## src/rtl/apb_rr_master_arb.sv

```systemverilog
// Round-robin arbiter sharing one APB master port among NREQ requesters.
// Grants one requester, latches its command and runs SETUP/ACCESS on APB.
module apb_rr_master_arb #(
  parameter int NREQ    = 4,
  parameter int AW      = 8,
  parameter int DW      = 8,
  parameter int TIMEOUT = 16
) (
  input  logic             clk,
  input  logic             preset,
  input  logic [NREQ-1:0]    req,
  input  logic [NREQ-1:0]    req_write,
  input  logic [NREQ*AW-1:0] req_addr,
  input  logic [NREQ*DW-1:0] req_wdata,
  output logic [NREQ-1:0]    gnt,
  output logic [NREQ-1:0]    done,
  output logic             err,
  output logic [DW-1:0]    rdata,
  output logic             psel,
  output logic             penable,
  output logic             pwrite,
  output logic [AW-1:0]    paddress,
  output logic [DW-1:0]    pwdata,
  input  logic             pready,
  input  logic [DW-1:0]    pread
);

  localparam int PW = (NREQ > 1) ? $clog2(NREQ) : 1;
  localparam int CW = (TIMEOUT > 0) ? $clog2(TIMEOUT + 1) : 1;

  typedef enum logic [1:0] {
    IDLE,
    SETUP,
    ACCESS,
    DONE
  } state_t;

  state_t          state_q;
  logic [PW-1:0]   ptr_q;
  logic [PW-1:0]   win_q;
  logic [PW-1:0]   win_d;
  logic            found;
  logic [CW-1:0]   cnt_q;
  logic            to_hit;
  logic [NREQ-1:0] gnt_q;
  logic [NREQ-1:0] done_q;
  logic            err_q;
  logic [DW-1:0]   rdata_q;
  logic            psel_q;
  logic            penable_q;
  logic            pwrite_q;
  logic [AW-1:0]   paddr_q;
  logic [DW-1:0]   pwdata_q;

  // First requesting index at or after the pointer, wrapping.
  always_comb begin
    win_d = '0;
    found = 1'b0;
    for (int i = 0; i < NREQ; i++) begin
      if (!found && req[(int'(ptr_q) + i) % NREQ]) begin
        found = 1'b1;
        win_d = PW'((int'(ptr_q) + i) % NREQ);
      end
    end
  end

  assign to_hit = (TIMEOUT != 0) &&
                  (int'(cnt_q) + 1 >= TIMEOUT);

  always_ff @(posedge clk or posedge preset) begin
    if (preset) begin
      state_q   <= IDLE;
      ptr_q     <= '0;
      win_q     <= '0;
      cnt_q     <= '0;
      gnt_q     <= '0;
      done_q    <= '0;
      err_q     <= 1'b0;
      rdata_q   <= '0;
      psel_q    <= 1'b0;
      penable_q <= 1'b0;
      pwrite_q  <= 1'b0;
      paddr_q   <= '0;
      pwdata_q  <= '0;
    end else begin
      unique case (state_q)
        IDLE: begin
          if (found) begin
            win_q    <= win_d;
            gnt_q    <= NREQ'(1) << win_d;
            pwrite_q <= req_write[win_d];
            paddr_q  <= req_addr[int'(win_d)*AW +: AW];
            pwdata_q <= req_write[win_d] ?
                        req_wdata[int'(win_d)*DW +: DW] : '0;
            psel_q   <= 1'b1;
            state_q  <= SETUP;
          end
        end
        SETUP: begin
          penable_q <= 1'b1;
          cnt_q     <= '0;
          state_q   <= ACCESS;
        end
        ACCESS: begin
          if (pready) begin
            psel_q    <= 1'b0;
            penable_q <= 1'b0;
            done_q    <= gnt_q;
            if (!pwrite_q) rdata_q <= pread;
            state_q   <= DONE;
          end else begin
            if (cnt_q != '1) cnt_q <= cnt_q + 1'b1;
            if (to_hit) begin
              psel_q    <= 1'b0;
              penable_q <= 1'b0;
              done_q    <= gnt_q;
              err_q     <= 1'b1;
              state_q   <= DONE;
            end
          end
        end
        DONE: begin
          done_q   <= '0;
          err_q    <= 1'b0;
          rdata_q  <= '0;
          gnt_q    <= '0;
          pwdata_q <= '0;
          ptr_q    <= (int'(win_q) == NREQ - 1) ?
                      '0 : win_q + 1'b1;
          state_q  <= IDLE;
        end
        default: state_q <= IDLE;
      endcase
    end
  end

  assign gnt      = gnt_q;
  assign done     = done_q;
  assign err      = err_q;
  assign rdata    = rdata_q;
  assign psel     = psel_q;
  assign penable  = penable_q;
  assign pwrite   = pwrite_q;
  assign paddress = paddr_q;
  assign pwdata   = pwdata_q;

endmodule

```

## config.mk

```make
export PLATFORM = sky130hd
export DESIGN_NAME = apb_rr_master_arb
export DESIGN_NICKNAME = d
export VERILOG_FILES = /design/src/rtl/apb_rr_master_arb.sv
export SDC_FILE = /design/constraint.sdc
export NUM_CORES = 1
export LEC_CHECK = 0
export CELL_PAD_IN_SITES_DETAIL_PLACEMENT = 0
export CELL_PAD_IN_SITES_GLOBAL_PLACEMENT = 2
export CORE_MARGIN = 5
export CORE_UTILIZATION = 26
export DETAILED_ROUTE_END_ITERATION = 10
export PLACE_DENSITY = 0.9
export RECOVER_POWER = 25
export SETUP_SLACK_MARGIN = 0.15
export SLEW_MARGIN = 20
export SYNTH_ARGS = -nofsm -noshare
export SYNTH_HDL_FRONTEND = slang
export SYNTH_SLANG_ARGS = --single-unit
```

## constraint.sdc

```tcl
create_clock -name clk -period 5.7 [get_ports clk]
set_input_delay 0.855 -clock clk [delete_from_list [all_inputs] [get_ports clk]]
set_output_delay 0.855 -clock clk [all_outputs]
set_load 0.1 [all_outputs]
```

==> results.md, run 1 <==
* Status: finished with violations
* Failing checks: capacitance limit, slew limit
* Yosys warning count at 0
* Seq/Total Area, Yosys at between 40 and 50%
* Synthesized cell area at ~0.0027 mm2
* Layout cells sized above 1 at 7.95%
* DRT Pass-1 Iters at 4
* Post-Place Cell Area at between 0.003 and 0.004 mm2
* Post-Synthesis Cells at about 280
* Reg clk slew, reported paths at 0.09 ns
* Longest Clk Path Bufs at 2
* Least-Margin Pin Slew at about 2.1 ns
* Die H at 113 um
* Clock skew at roughly 0.0083 ns
* DRT iter0 DRCs at slightly above 80
* Vias at between 2,000 and 2,500
* Setup Buffers After CTS at 0
* Final wirelength at between 7 and 8 mm
* CP Launch Type: input port
* Residual DRC count at 0
* Grt total ovfl at 0
* Final RePlAce weighted congestion at between 0.7 and 0.8
* HPWL after DPL at ~6 mm
* H-tree depth at 2
* Worst VDD drop at 304 uV
* Total power divided by cell area at between 500 and 600 mW/mm2
* Row count at 37
* Vias in the first global route at between 2,000 and 3,000
* Resized Gates After CTS at 0
* Tot GR Track Use at between 10% and 20%
* Initial Utilization at around a quarter
* Clk_lat worst skew at ~0.30 ns
* Largest net degree at the start of global routing at 48
* Filler cell count at ~1,100
* Worst endpoint required time at between 5 and 6 ns
* Die ar. at 0.0127 mm2
* Buf/Inv on CP at 1
* Root Buffer: clkbuf_8
* Port Buf Inserts at around 120
* Initial antenna violation count at 0
* Final nets at 479
* WP data arrival at 3.59 ns
* Die X at approximately 110 um
* Syn Area/Cell at between 9 and 10 um2
* Area grow syn2layout at 49.2%
* Number of buffers created by CTS at 5
* Antenna Cells at 0
* Synthesized flop and latch total at between 40 and 50
* I/O pins at 119
* Num Clock Sinks at 47
* Core Region at slightly above 0.01 mm2
* Tcrit/Tclk final at 59.7%
* CP Cell Sequence: clkdlybuf4s50_1, nor4_1, nand2b_1, nor2_1, nand2_1, o22ai_2, a32o_1
* Drt wl/cell at ~14 um
* Count of cell types in the netlist at 33
* Unrepaired setup endpoints after global routing: false
* Placed insts at roughly 520
* Post-CTS Hold Buffers at 0
* Setup TNS at 0 ns
* Crit path kind: in -> reg
* Post-DRT Antenna Nets at 0
* Post-synth top area share at a little over two fifths
* First-pass GRT wire length at 12.4 mm
* Post-route cell area at a little over 0.004 mm2
* CP top delay family: simple AND/OR/NAND/NOR gates
* Setup violators final at 0
* F_max at about 290 MHz
* Leak Pwr at roughly 1.7 nW
* CTS tree: done
* Max Cap Violations at 1
* Layout Cells excl Fill at 526
* Nature of the critical path endpoint: flop
* Critical-path top delay cell: nand2b_1
* Hold Path Class: reg -> reg
* Rel. slew slack at -42.1%
* Final Hold Fails at 0
* Max incr delay on CP at 0.77 ns
* Drt via density at between 4 and 5
* Syn Nets at between 300 and 400
* Fin. max-slew vios at between 40 and 50
* Largest cells by area after synthesis: dfrtp_1 43%, mux2i_1 13%, nand2_1 7.3%
* Synth area leader: dfrtp_1
* CP max FO at 22
* Fin crit period at 3.40 ns
## cells in the final DEF, fill, tap and decap left out, drive strengths merged, types with 3 or more instances in the layout
cell / count
a21oi: 9
a22oi: 10
a32o: 10
and3: 3
clkbuf: 7
clkdlybuf4s50: 117
dfrtp: 47
ha: 7
inv: 6
mux2: 11
mux2i: 36
nand2: 53
nand3: 3
nor2: 12
nor3: 3
o21ai: 33
o22ai: 3
## registers in the layout, summed over array words and instances, names as in the netlist
register,cells
win_q,2
penable,1
err,1
paddress,8
ptr_q,2
pwrite,1
cnt_q,5
state_q,2
gnt,4
pwdata,8
psel,1
done,4
rdata,8
## stage by stage
stage	worst slack [ns]	power, mW	hold WS [ns]	util [%]
finish	2.30	2.45	0.486	39.7
global route	2.00	2.59	0.513	39.7
CTS	2.24	2.48	0.489	39.7
detailed placement	1.94	2.28	0.468	38.9
global placement	2.05	2.27	0.463	38.9
floorplan	3.42	1.88	0.457	-
## kinds of logic after synthesis
group	synth area share (%)
fa+ha+maj	3.20
flops	43.0
compound gates	19.1
buf+inv	4.71
mux	17.7
simple gates	12.3
## final cells by class
class / instances / area [um2] / share of cell area [%]
sequential: 47 / 1180 / 28.8
clock inverter: 1 / 5.00 / 0.123
tap: 136 / 170 / 4.17
multi-input combinational: 208 / 1430 / 35.0
timing repair buffer: 120 / 1200 / 29.3
inverter: 7 / 27.5 / 0.675
clock buffer: 7 / 76.3 / 1.87
## final timing paths
check	from	end	slack [ns]	depth (start not counted)
worst max register to register	ptr_q[1]	pwdata[3]	2.90	7
worst min register to register	paddress[0]	paddress[0]	0.49	2
max in group asynchronous	preset	pwdata[3]	3.17	2
worst max-delay path	req[0]	pwdata[3]	2.30	7
min in group asynchronous	preset	paddress[1]	1.56	2
worst min-delay path	paddress[0]	paddress[0]	0.49	2
## worst min-delay path, stage by stage, from the launching register on
cell and delay [ns]:
dfrtp_1 0.35, nand2_1 0.06, o21ai_2 0.05
## power breakdown
| group | switching [mW] | leakage, nW | internal, mW | total, mW |
|---|---|---|---|---|
| clock network | 0.111 | 0.0422 | 0.0864 | 0.198 |
| registers | 0.102 | 0.612 | 0.469 | 0.572 |
| logic | 1.19 | 1.07 | 0.487 | 1.68 |
## synth_stat cells
master / number
o2bb2ai_1: 1
mux2i_1: 36
o21a_1: 1
o21ai_2: 7
a21oi_1: 9
nor4_1: 1
a32o_1: 10
o21bai_1: 2
dfrtp_1: 47
o22ai_2: 2
inv_1: 7
and3_1: 3
nand3_1: 3
ha_1: 7
nor2_1: 12
nor3_4: 1
nand2b_1: 2
buf_12: 1
mux2_2: 11
nor3_1: 2
buf_4: 2
o22a_1: 2
o22ai_1: 1
nand2_1: 53
buf_6: 2
a22oi_1: 10
o21ai_0: 26
a22o_1: 1
buf_2: 3
a31o_2: 1
a31oi_1: 2
clkbuf_1: 8
nor2b_1: 2
## per-layer routing
metal  GRT usage (%)  up-vias  wire length, um
li1                -     1223                -
met1            14.1     1163             3230
met2            20.3       91             3610
met3            5.61        7              693
met4            2.16        0               66
met5               0        -                0
(Power assumes the default switching activity.)
==> run 2, diff against run 1 <==
Settings changed: CORE_UTILIZATION 26 to 22, PLACE_DENSITY 0.9 to 0.81.
Clock period 5.7 ns to 3 ns, I/O delays scaled along.
==> results.md, run 2 (synthesis results as in run 1) <==
* Status: finished, final reports clean (was finished with violations)
* Worst endpoint required time at 3.17 ns (was 5.88 ns)
* Final RePlAce weighted congestion at 0.747 (was 0.751)
* Row count at 40 (was 37)
* CP most frequent cell: ha_1
* Drt via density at 4.40 (was 4.72)
* Filler cell count at 1,290 (was 1,074)
* CP Cell Sequence: ha_1, and3_1, ha_1, a31o_2, nor3_1, a21oi_1, mux2_2 (was clkdlybuf4s50_1, nor4_1, nand2b_1, nor2_1, nand2_1, o22ai_2, a32o_1)
* Post-CTS Hold Buffers at 0 (unchanged)
* Worst VDD drop at 526 uV (was 304 uV)
* DRT iter0 DRCs at 60 (was 82)
* Least-Margin Pin Slew at 0.957 ns (was 2.12 ns)
* Max Cap Violations at 0 (was 1)
* Grt total ovfl at 0 (unchanged)
* Final Hold Fails at 0 (unchanged)
* DRT Pass-1 Iters at 4 (unchanged)
* Resized Gates After CTS at 0 (unchanged)
* Die X at 121 um (was 113 um)
* CP Launch Type: flop (was input port)
* Clk_lat worst skew at 0.28 ns (was 0.30 ns)
* Longest Clk Path Bufs at 2 (unchanged)
* Port Buf Inserts at 118 (unchanged)
* Final nets at 491 (was 479)
* Area grow syn2layout at 52.7% (was 49.2%)
* Placed insts at 562 (was 518)
* Final wirelength at 8.11 mm (was 7.60 mm)
* Reg clk slew, reported paths at 0.07 ns (was 0.09 ns)
* Max incr delay on CP at 0.41 ns (was 0.77 ns)
* Tcrit/Tclk final at roughly three quarters
* Num Clock Sinks at 47 (unchanged)
* Fin. max-slew vios at 0 (was 48)
* Root Buffer: clkbuf_16 (was clkbuf_8)
* Setup Buffers After CTS at 0 (unchanged)
* Vias at 2,508 (was 2,484)
* Die H at 121 um (was 113 um)
* Crit path kind: reg -> reg (was in -> reg)
* CP max FO at 4 (was 22)
* WP data arrival at 2.40 ns (was 3.59 ns)
* Residual DRC count at 0 (unchanged)
* Commonest non-fill, non-tap cells in the layout: 81 x clkdlybuf4s50_1, 53 x nand2_1, 49 x buf_4, 47 x dfrtp_1, 36 x mux2i_1 (was 117 x clkdlybuf4s50_1, 53 x nand2_1, 47 x dfrtp_1, 36 x mux2i_1, 26 x o21ai_0)
* Die ar. at 0.0148 mm2 (was 0.0127 mm2)
* Layout cells sized above 1 at 19.4% (was 7.95%)
* HPWL after DPL at 6.46 mm (was 5.91 mm)
* First-pass GRT wire length at 13.3 mm (was 12.4 mm)
* Tot GR Track Use at 11.3% (was 12.0%)
* Setup TNS at 0 ns (unchanged)
* Critical-path top delay cell: dfrtp_1 (was nand2b_1)
* Post-DRT Antenna Nets at 0 (unchanged)
* Nature of the critical path endpoint: flop (unchanged)
* Clock skew at 0.00529 ns (was 0.00833 ns)
* Final core occ at 34.5% (was 39.7%)
* Layout Cells excl Fill at 570 (was 526)
* Vias in the first global route at 2,642 (was 2,516)
* Unrepaired setup endpoints after global routing: false (unchanged)
* Total power divided by cell area at 1160 mW/mm2 (was 600 mW/mm2)
* Number of buffers created by CTS at 5 (unchanged)
* Antenna Cells at 0 (unchanged)
* Initial Utilization at 22.6% (was 26.6%)
* Leak Pwr at 1.86 nW (was 1.72 nW)
* Hold Path Class: reg -> reg (unchanged)
* I/O pins at 119 (unchanged)
* F_max at approximately 450 MHz
* H-tree depth at 2 (unchanged)
* Core Region at 0.0121 mm2 (was 0.0103 mm2)
* CTS tree: done (unchanged)
* Drt wl/cell at 14.2 um (was 14.5 um)
* Fin crit period at about 2.2 ns
* Hold Slack at 0.475 ns (was 0.486 ns)
* Setup violators final at 0 (unchanged)
* Largest net degree at the start of global routing at 23 (was 48)
* Initial antenna violation count at 0 (unchanged)
* Most common cell after layout, fill and taps aside: clkdlybuf4s50_1 (unchanged)
* Rel. slew slack at 36.1% (was -42.1%)
[run 2: changes by cell type in the layout (fill, tap and decap cells not counted)]
cell / delta
buf_4: +47
clkdlybuf4s50_1: -36
clkbuf_16: +5
clkbuf_8: -5
clkinvlp_2: -1
clkinvlp_4: +1
inv_1: +1
[run 2: per-stage QoR]
| step | total power [mW] | worst slack (ns) | cell area (um2) |
|---|---|---|---|
| CTS | 4.91 | 0.758 | 4180 |
| floorplan | 3.57 | 0.875 | 2730 |
| global placement | 4.32 | 0.577 | 4040 |
| global route | 5.15 | 0.581 | 4180 |
| detailed placement | 4.35 | 0.490 | 4040 |
| finish | 4.84 | 0.768 | 4180 |
[run 2: final cells by class]
type                            count  area (um2)  area share [%]
Multi-Input combinational cell    208        1430            34.2
Clock buffer                        6         129            3.09
Sequential cell                    47        1180            28.2
Tap cell                          168         210            5.03
Inverter                            7        26.3           0.629
Clock inverter                      2        12.5           0.300
Timing Repair Buffer              132        1190            28.6
[run 2: worst paths after layout]
path,start,end,slack (ns),depth (start not counted)
worst max-delay path,cnt_q[0],state_q[1],0.77,7
worst min-delay path,paddress[3],paddress[3],0.47,2
worst max register to register,cnt_q[0],state_q[1],0.77,7
worst min register to register,paddress[3],paddress[3],0.47,2
max in group asynchronous,preset,pwdata[2],1.02,3
min in group asynchronous,preset,paddress[0],0.83,2
[run 2: layer usage]
layer	share of wire [%]	track usage (%)
met4	0.96	2.80
met1	43	13.6
met2	47	18.9
met3	8.7	4.52
met5	0	0
[run 2: worst max-delay path, delay by kind of cell (launching register included)]
kind / cells / cell delay (ns)
flops: 1 / 0.41
compound gates: 2 / 0.40
fa+ha+maj: 2 / 0.52
mux: 1 / 0.30
simple gates: 2 / 0.51
[run 2: where the power goes]
part           internal (mW)  switching [mW]  total (mW)
sequential             0.893           0.204        1.10
combinational          0.913            2.29        3.20
clock                  0.308           0.238       0.546
total                   2.11            2.73        4.84
==> run 3, diff against run 2 <==
Clock period 3 ns to 1.9 ns, I/O delays scaled along.
==> results.md, run 3 (synthesis results as in run 1) <==
* Final wirelength at 8.65 mm (was 8.11 mm)
* Initial Utilization at 22.6% (unchanged)
* HPWL after DPL at 6.70 mm (was 6.46 mm)
* Clk_lat worst skew at 0.29 ns (was 0.28 ns)
* Layout cells sized above 1 at 32.9% (was 19.4%)
* Status: finished, final reports clean (unchanged)
* Die H at 121 um (unchanged)
* Drt wl/cell at 14.4 um (was 14.2 um)
* Crit path kind: reg -> reg (unchanged)
* M3 GR Usage at 4.57% (was 4.52%)
* Num Clock Sinks at 47 (unchanged)
* Nature of the critical path endpoint: flop (unchanged)
* Most common cell after layout, fill and taps aside: clkdlybuf4s50_1 (unchanged)
* Vias in the first global route at 2,911 (was 2,642)
* CP max FO at 3 (was 4)
* Reg clk slew, reported paths at 0.06 ns (was 0.07 ns)
* Vias at 2,646 (was 2,508)
* CP top delay family: adder cells (unchanged)
* Worst VDD drop at 947 uV (was 526 uV)
* Largest net degree at the start of global routing at 22 (was 23)
* I/O pins at 119 (unchanged)
* CP Launch Type: flop (unchanged)
* Setup TNS at 0 ns (unchanged)
* Rel. slew slack at 54.7% (was 36.1%)
* CP Cell Sequence: ha_2, and3_4, ha_4, a31o_4, nor3_4, a21oi_2, mux2_2 (was ha_1, and3_1, ha_1, a31o_2, nor3_1, a21oi_1, mux2_2)
* Area grow syn2layout at 75.6% (was 52.7%)
* Least-Margin Pin Slew at 0.679 ns (was 0.957 ns)
* Critical-path top delay cell: dfrtp_1 (unchanged)
* First-pass GRT wire length at 14.2 mm (was 13.3 mm)
* Leak Pwr at 2.14 nW (was 1.86 nW)
* DRT Pass-1 Iters at 4 (unchanged)
* Buf/Inv on CP at 0 (unchanged)
* Worst endpoint required time at 2.08 ns (was 3.17 ns)
* Initial antenna violation count at 0 (unchanged)
* Routing usage on met1 at 13.8% (was 13.6%)
* Clock skew at 0.00651 ns (was 0.00529 ns)
* Max incr delay on CP at 0.38 ns (was 0.41 ns)
* Hold Path Class: in -> async (was reg -> reg)
* Max Cap Violations at 0 (unchanged)
* H-tree depth at 2 (unchanged)
* Final nets at 523 (was 491)
* CP Depth at 7 (unchanged)
* Filler cell count at 1,253 (was 1,290)
* Final Hold Fails at 0 (unchanged)
* Core Region at 0.0121 mm2 (unchanged)
* Worst R2R Path Depth at 7 (unchanged)
* Final core occ at 39.6% (was 34.5%)
* Number of buffers created by CTS at 5 (unchanged)
* Fin crit period at 1.85 ns (was 2.23 ns)
* WP data arrival at 2.02 ns (was 2.40 ns)
* Setup violators final at 0 (unchanged)
* Die X at 121 um (unchanged)
* Fin. max-slew vios at 0 (unchanged)
* CTS tree: done (unchanged)
* Drt via density at 4.40 (about the same)
* Antenna Cells at 0 (unchanged)
* Met2 Use GR at 20.6% (was 18.9%)
* Post-DRT Antenna Nets at 0 (unchanged)
* Longest Clk Path Bufs at 2 (unchanged)
* Tot GR Track Use at 11.9% (was 11.3%)
* Die ar. at 0.0148 mm2 (unchanged)
* Final RePlAce weighted congestion at 0.742 (was 0.747)
* Total power divided by cell area at 1830 mW/mm2 (was 1160 mW/mm2)
* Unrepaired setup endpoints after global routing: true (was false)
* Top Usage Layer GRT: met2 (unchanged)
* Post-CTS Hold Buffers at 0 (unchanged)
* Tcrit/Tclk final at 97.3% (was 74.4%)
* DRT iter0 DRCs at 106 (was 60)
* Root Buffer: clkbuf_16 (unchanged)
* Residual DRC count at 0 (unchanged)
* Port Buf Inserts at 118 (unchanged)
* F_max at 541 MHz (was 448 MHz)
* Row count at 40 (unchanged)
* Commonest non-fill, non-tap cells in the layout: 77 x clkdlybuf4s50_1, 69 x buf_4, 48 x nand2_1, 46 x dfrtp_1, 32 x mux2i_1 (was 81 x clkdlybuf4s50_1, 53 x nand2_1, 49 x buf_4, 47 x dfrtp_1, 36 x mux2i_1)
* Grt total ovfl at 0 (unchanged)
==> run 3: cell types whose count changed in the layout (fill, tap and decap cells not counted), sizes merged <==
cell / delta
buf: +31
dlygate4sd2: +1
clkinv: -1
bufinv: +2
clkbuf: +1
dlymetal6s2s: +3
clkdlybuf4s50: -4
clkinvlp: -1
==> run 3: worst reg2reg max path, cell delays in order (launching register included) <==
cell and delay [ns]:
dfrtp_1 0.38, ha_2 0.19, and3_4 0.18, ha_4 0.21, a31o_4 0.23, nor3_4 0.20
a21oi_2 0.07, mux2_2 0.27
==> run 3: final timing paths <==
kind                             startpoint           to  slack, ns
worst min register to register  paddress[7]  paddress[7]       0.48
max in group asynchronous            preset       pwrite       0.50
worst min-delay path                 preset     rdata[2]       0.45
min in group clk                paddress[7]  paddress[7]       0.48
worst max register to register     cnt_q[0]   state_q[1]       0.05
worst max-delay path               cnt_q[0]   state_q[1]       0.05
==> run 3: per-layer routing <==
| metal | vias up | wire (um) |
|---|---|---|
| met4 | 0 | 136 |
| met3 | 12 | 693 |
| met1 | 1232 | 3570 |
| met5 | - | 0 |
| met2 | 85 | 4250 |
| li1 | 1317 | - |
==> run 3: final cells by class <==
type / instances / area (um2) / share of cell area (%)
well taps: 168 / 210 / 4.38
clock buffers: 6 / 129 / 2.68
clock inverters: 2 / 60.1 / 1.25
flip-flops and latches: 47 / 1180 / 24.5
multi-input cells: 208 / 1660 / 34.6
inverters: 7 / 26.3 / 0.547
repair buffers: 164 / 1540 / 32.1
==> run 3: where the power goes <==
group	internal (mW)	total (mW)	switching [mW]
combinational	2.00	5.89	3.89
sequential	1.41	1.76	0.344
clock	0.755	1.13	0.377
==> run 3: stage by stage <==
step                      area (um2)  total power, mW  hold slack [ns]  worst slack, ns  instances
after floorplan                 2770             5.68            0.457          -0.0496        278
after global placement          4270             7.13            0.466           -0.279        585
after detailed placement        4270             7.19            0.468           -0.360        585
after CTS                       4600             8.58            0.281           0.0263        599
after global routing            4800             9.27            0.504          -0.0198        602
final                           4800             8.78            0.453           0.0513        602
==> run 3: repair_timing <==
action | 4_1_cts | 5_1_grt
pin swaps | 6 | 15
resized for setup | 18 | 45
cloned | 1 | 0
buffers inserted | 5 | 3
setup endpoints to repair | 26 | 38
